`src/rtl/sort_pkg.sv`:
```
// Shared types, default frame geometry and helpers for the bitonic-sort frame path
// (used by sort_sched and tx_buffer).
package sort_pkg;

  localparam int SORT_WIDTH = 32;
  localparam int SORT_DEPTH = 8;

  typedef logic [SORT_WIDTH-1:0] word_t;

  typedef enum logic [1:0] {
    S_COLLECT = 2'd0,
    S_START   = 2'd1,
    S_WAIT    = 2'd2,
    S_PUSH    = 2'd3
  } state_t;

  // Saturating 8-bit event counter step
  function automatic logic [7:0] sat_inc8(input logic [7:0] val);
    if (val == 8'hFF) begin
      return val;
    end else begin
      return val + 8'd1;
    end
  endfunction

endpackage

```
`src/rtl/byte_packer.sv`:
```
// Packs received bytes LS-first into a DEPTH x WIDTH frame, written in place.
// Raises frame_done on the last byte and abort when rx_end hits a partial frame.
module byte_packer
  import sort_pkg::*;
#(
  parameter int WIDTH = SORT_WIDTH,
  parameter int DEPTH = SORT_DEPTH
) (
  input  logic             clk,
  input  logic             rst_n,
  input  logic             en,
  input  logic [7:0]       rx_data,
  input  logic             rx_valid,
  input  logic             rx_end,
  output logic [WIDTH-1:0] frame [DEPTH-1:0],
  output logic             frame_done,
  output logic             abort
);

  localparam int BPW    = WIDTH / 8;
  localparam int NBYTES = DEPTH * BPW;
  localparam int CW     = (NBYTES > 1) ? $clog2(NBYTES) : 1;

  logic [CW-1:0] cnt_r;
  logic          wr_s;
  logic          last_s;

  // rx_end outranks a simultaneous byte, so the byte never lands
  assign wr_s       = en & rx_valid & ~rx_end;
  assign last_s     = (cnt_r == CW'(NBYTES - 1));
  assign frame_done = wr_s & last_s;
  assign abort      = en & rx_end & (cnt_r != {CW{1'b0}});

  // Byte position counter: wraps on the last byte, clears on abort
  always_ff @(posedge clk or negedge rst_n) begin
    if (!rst_n) begin
      cnt_r <= {CW{1'b0}};
    end else if (abort) begin
      cnt_r <= {CW{1'b0}};
    end else if (wr_s) begin
      cnt_r <= last_s ? {CW{1'b0}} : cnt_r + CW'(1'b1);
    end
  end

  genvar w;
  generate
    for (w = 0; w < DEPTH; w++) begin : g_word
      // In-place lane write of the byte addressed by cnt_r within this word
      always_ff @(posedge clk or negedge rst_n) begin
        if (!rst_n) begin
          frame[w] <= {WIDTH{1'b0}};
        end else if (wr_s) begin
          for (int b = 0; b < BPW; b++) begin
            if (cnt_r == CW'(w * BPW + b)) begin
              frame[w][b*8 +: 8] <= rx_data;
            end
          end
        end
      end
    end
  endgenerate

endmodule

```
`src/rtl/sort_sched.sv`:
```
// Frame scheduler: collects a frame, starts the sorter once, waits for done and
// hands the sorted frame to tx_buffer under full backpressure.
module sort_sched
  import sort_pkg::*;
#(
  parameter int WIDTH = SORT_WIDTH,
  parameter int DEPTH = SORT_DEPTH
) (
  input  logic             clk,
  input  logic             rst_n,
  input  logic [7:0]       rx_data,
  input  logic             rx_valid,
  input  logic             rx_end,
  output logic             sort_start,
  output logic [WIDTH-1:0] sort_array [DEPTH-1:0],
  input  logic             sort_done,
  input  logic [WIDTH-1:0] sort_result [DEPTH-1:0],
  output logic             tx_valid,
  output logic [WIDTH-1:0] tx_array [DEPTH-1:0],
  input  logic             tx_full,
  output logic             busy,
  output logic [7:0]       drop_cnt,
  output logic [7:0]       ovr_cnt
);

  state_t state_r;
  logic   collect_s;
  logic   frame_done_s;
  logic   abort_s;

  assign collect_s = (state_r == S_COLLECT);

  byte_packer #(
    .WIDTH (WIDTH),
    .DEPTH (DEPTH)
  ) u_packer (
    .clk        (clk),
    .rst_n      (rst_n),
    .en         (collect_s),
    .rx_data    (rx_data),
    .rx_valid   (rx_valid),
    .rx_end     (rx_end),
    .frame      (sort_array),
    .frame_done (frame_done_s),
    .abort      (abort_s)
  );

  // Decoded from the state register so reset removes it without waiting for a clock
  assign tx_valid = (state_r == S_PUSH) & ~tx_full;

  // Frame sequencing FSM with registered handshake outputs and saturating counters
  always_ff @(posedge clk or negedge rst_n) begin
    if (!rst_n) begin
      state_r    <= S_COLLECT;
      sort_start <= 1'b0;
      busy       <= 1'b0;
      drop_cnt   <= 8'h00;
      ovr_cnt    <= 8'h00;
      tx_array   <= '{default: {WIDTH{1'b0}}};
    end else begin
      case (state_r)
        S_COLLECT: begin
          sort_start <= 1'b0;
          if (abort_s) begin
            drop_cnt <= sat_inc8(drop_cnt);
          end
          if (frame_done_s) begin
            state_r    <= S_START;
            sort_start <= 1'b1;
            busy       <= 1'b1;
          end
        end
        S_START: begin
          if (rx_valid) begin
            ovr_cnt <= sat_inc8(ovr_cnt);
          end
          sort_start <= 1'b0;
          state_r    <= S_WAIT;
        end
        S_WAIT: begin
          if (rx_valid) begin
            ovr_cnt <= sat_inc8(ovr_cnt);
          end
          if (sort_done) begin
            tx_array <= sort_result;
            state_r  <= S_PUSH;
          end
        end
        S_PUSH: begin
          // A byte in the transfer cycle is still overrun; collection resumes after it
          if (rx_valid) begin
            ovr_cnt <= sat_inc8(ovr_cnt);
          end
          if (!tx_full) begin
            state_r <= S_COLLECT;
            busy    <= 1'b0;
          end
        end
        default: begin
          state_r    <= S_COLLECT;
          sort_start <= 1'b0;
          busy       <= 1'b0;
        end
      endcase
    end
  end

endmodule

```
`config.mk`:
```
export PLATFORM = sky130hd
export DESIGN_NAME = sort_sched
export DESIGN_NICKNAME = d
export VERILOG_FILES = /design/src/rtl/sort_pkg.sv /design/src/rtl/byte_packer.sv /design/src/rtl/sort_sched.sv
export SDC_FILE = /design/constraint.sdc
export NUM_CORES = 1
export LEC_CHECK = 0
export BUFFER_PORTS_ARGS = -buffer_cell sky130_fd_sc_hd__buf_4
export CAP_MARGIN = 20
export CELL_PAD_IN_SITES_DETAIL_PLACEMENT = 0
export CELL_PAD_IN_SITES_GLOBAL_PLACEMENT = 1
export CORE_AREA = 2 2 310 312
export DETAILED_ROUTE_END_ITERATION = 10
export DIE_AREA = 0 0 312 314
export PLACE_DENSITY = 0.63
export SYNTH_ARGS = -nofsm -noshare
export SYNTH_HDL_FRONTEND = slang
export SYNTH_SLANG_ARGS = --single-unit
```
`constraint.sdc`:
```
create_clock -name clk -period 2.11 [get_ports clk]
set_input_delay 0.3165 -clock clk [delete_from_list [all_inputs] [get_ports clk]]
set_output_delay 0.3165 -clock clk [all_outputs]
set_load 0.005 [all_outputs]
```
==> flow_summary.json <==
{
  "outcome": "finished, final reports clean",
  "grtUsageTotal_pct": 15.24,
  "fin_crit_ps": 2018,
  "root_buffer": "clkbuf_16",
  "initial_core_util_pct": 21.71,
  "pwr-share-comb_pct": 33.2,
  "clock_latency_ps": 670,
  "swShare_pct": 29.92,
  "clock.fmax_mhz": 495.5,
  "place_ws_ps": 12.52,
  "ir_drop_mv": 0.8158,
  "ys_seq_area_share_pct": 65.55,
  "p_sw_mw": 11.63,
  "clock-sinks": 537,
  "rrSetupSlack_ps": 90,
  "syn_nets": 1553,
  "hold_viol": 0,
  "cts_inserted_buffers": 61,
  "slew_violations": 0,
  "antenna_found_initial": 14,
  "clkPwrFrac_pct": 27.0,
  "vias": 15345,
  "rsz0062_at_grt": "false",
  "cts_tree": "built",
  "port_buffers": 800,
  "wl_um": 76630,
  "powerDensity_nw_per_um2": 1163,
  "reg2regPathDepth": 8,
  "internal_power_mw": 27.24,
  "syn-cell-area_um2": 20500,
  "final_util_pct": 35.38,
  "tightest_slew_ps": 575.3,
  "synthCells": 1270,
  "start_kind": "register",
  "gp_congestion": 0.8198,
  "hp-class": "in2async",
  "fin_tns_setup_ps": 0,
  "leakage_nw": 16.36,
  "row_count": 113,
  "synth_cell_types": 40,
  "slew_headroom_pct": 61.65,
  "die_w_um": 312,
  "multi_input_area_um2": 6814,
  "seq_power_share_pct": 39.8,
  "nets": 2705,
  "clock_skew_ps": 29.98,
  "wl_per_cell_um": 20.52,
  "critPathKind": "reg2reg",
  "synth_seq_cells": 537,
  "first_pass_iters": 4,
  "syn_avg_cell_area_um2": 16.14,
  "ant_nets": 0,
  "worstPathArrival_ps": 2540,
  "grt_start_max_net_pins": 76,
  "drive_gt1_share_pct": 62.60,
  "cts_max_level": 2,
  "drv_cap": 0,
  "cp.required_ps": 2630,
  "clk_pin_slew_ps": 60,
  "core-area_um2": 94450,
  "cts_buffer_depth": 3,
  "r2r-end": "u_packer.frame[114]$_DFFE_PN0P_",
  "holdWs_ps": 155.9,
  "cp-startpoint": "state_r[0]$_DFFE_PN0P_",
  "seq_area_um2": 13440,
  "syn_to_final_growth_pct": 62.99,
  "critPathCaptureType": "register",
  "finalCritPeriodShare_pct": 95.65,
  "dpl.hpwl_um": 58360,
  "reg2reg_from": "state_r[0]$_DFFE_PN0P_",
  "grt_pass1_wl_um": 112400,
  "yosysWarnings": 0,
  "setup_viol": 0,
  "dr.first_iter.drc_count": 697,
  "fp.dieH_um": 314,
  "grt.overflow.total": 0,
  "fillers": 9213,
  "worstPathMaxFanout": 8,
  "drc": 0,
  "setup_ws_ps": 91.69,
  "dieArea_um2": 97970,
  "first_global_vias": 16774,
  "ios": 801,
  "avgViaCountPerCell": 4.108
}
[timing repair]
action                                 CTS  global route
endpoints found under the hold margin  454             0
resized for setup                        1             6
hold buffers                           258             0
setup buffers                            0             0
setup endpoints to repair                5            73
[worst max-delay path, stage by stage, from the launching register on]
cell and delay, ps:
dfrtp_1 380, inv_1 80, ha_2 200, and3b_2 250, nand3_1 110, buf_4 180, nor2_2 200, buf_12 160
mux2_2 330
[registers in the layout, summed over array words and instances, names as in the netlist]
register	cells
tx_array	256
u_packer.frame	256
drop_cnt	8
ovr_cnt	8
u_packer.cnt_r	5
state_r	2
busy	1
sort_start	1
[metrics by stage]
stage	power (mW)	instances	instance area [µm²]
2_1_floorplan	19.88	1270	20500
3_3_place_gp	27.98	3366	28810
3_5_place_dp	28.29	3366	28810
4_1_cts	39.46	3730	33380
5_1_grt	40.89	3734	33410
6_report	38.86	3735	33410
[routing by layer]
metal | part of all wire, % | vias to the layer above | track usage (%)
met5 | 0.11 | - | 0
met4 | 3.1 | 14 | 4.753
met3 | 6.9 | 137 | 4.532
met2 | 51 | 535 | 26.93
met1 | 39 | 7836 | 17.69
li1 | - | 6823 | -
[power by group through the flow]
stage	Combinational, mW	Sequential (mW)	Clock (mW)
2_1_floorplan	4.45	15.4	0
3_3_place_gp	12.5	15.5	0
3_5_place_dp	12.7	15.6	0
4_1_cts	13.1	15.5	10.9
5_1_grt	13.7	15.8	11.3
6_report	12.9	15.5	10.5
[worst max-delay path by stage]
stage | endpoint | depth (start not counted)
after floorplan | u_packer.frame[40]$_DFFE_PN0P_ | 7
after global placement | u_packer.frame[78]$_DFFE_PN0P_ | 7
after detailed placement | u_packer.frame[228]$_DFFE_PN0P_ | 7
after CTS | u_packer.frame[228]$_DFFE_PN0P_ | 7
after global routing | u_packer.frame[4]$_DFFE_PN0P_ | 8
final | u_packer.frame[114]$_DFFE_PN0P_ | 8
[cell families (layout without fill, tap and decap cells)]
logic type	after synthesis	after routing	share of synthesized area, %
AOI/OAI and AO/OA	25	25	0.7325
buffers and inverters	71	1266	1.337
xor gates and xnor gates	5	5	0.2137
and+or+nand+nor	99	99	2.826
other	0	5	0
muxes	520	520	28.55
adders and majority gates	13	13	0.7935
DFF	537	537	65.55
[area by class of cell]
cell class / instances / share of cell area, %
Clock inverter: 21 / 0.6853
Antenna cell: 5 / 0.03745
Tap cell: 1265 / 4.737
Clock buffer: 85 / 5.258
Inverter: 10 / 0.1123
Sequential cell: 537 / 40.22
Multi-Input combinational cell: 662 / 20.39
Timing Repair Buffer: 1150 / 28.55
[cells in the final DEF, fill, tap and decap left out, types with 2 or more instances in the layout]
cell	count
buf_4	870
dfrtp_1	536
mux2_2	517
dlygate4sd3_1	258
clkbuf_16	61
nand2_1	20
buf_12	20
nor2_2	19
clkbuf_8	14
a21oi_1	11
ha_1	11
nor2_1	10
clkbuf_1	10
inv_1	9
clkinv_2	9
nand3_1	7
nor2b_1	6
nand4_1	6
diode_2	5
nor3_1	5
a31oi_1	4
o21ai_0	4
nand3_2	4
nand2_2	4
mux2i_1	3
xnor2_1	3
inv_6	3
clkinvlp_4	3
a41oi_1	2
and3_1	2
and4_1	2
nor4b_1	2
xor2_1	2
nand3b_1	2
ha_2	2
bufinv_16	2
[Yosys cell counts, drive strengths merged]
library cell / n / area [µm²]
dfrtp: 537 / 13440
mux2: 517 / 5822
clkbuf: 57 / 216.5
nor2: 30 / 162.7
nand2: 25 / 101.4
ha: 13 / 162.7
a21oi: 11 / 55.05
nand3: 11 / 75.07
inv: 10 / 37.53
nand4: 6 / 37.54
nor2b: 6 / 37.54
nor3: 6 / 41.29
a31oi: 4 / 25.02
buf: 4 / 20.02
o21ai: 4 / 20.02
mux2i: 3 / 30.03
xnor2: 3 / 26.28
a41oi: 2 / 17.52
and3: 2 / 12.51
and4: 2 / 17.52
nand3b: 2 / 15.01
nor4b: 2 / 17.52
xor2: 2 / 17.52
a211oi: 1 / 7.510
a21boi: 1 / 7.510
a2bb2oi: 1 / 8.760
and2b: 1 / 7.510
and3b: 1 / 8.760
nand2b: 1 / 6.260
nor3b: 1 / 18.77
o221ai: 1 / 8.760
or2: 1 / 6.260
or3: 1 / 6.260
or4: 1 / 7.510
Power figures use the tool's default switching activity.
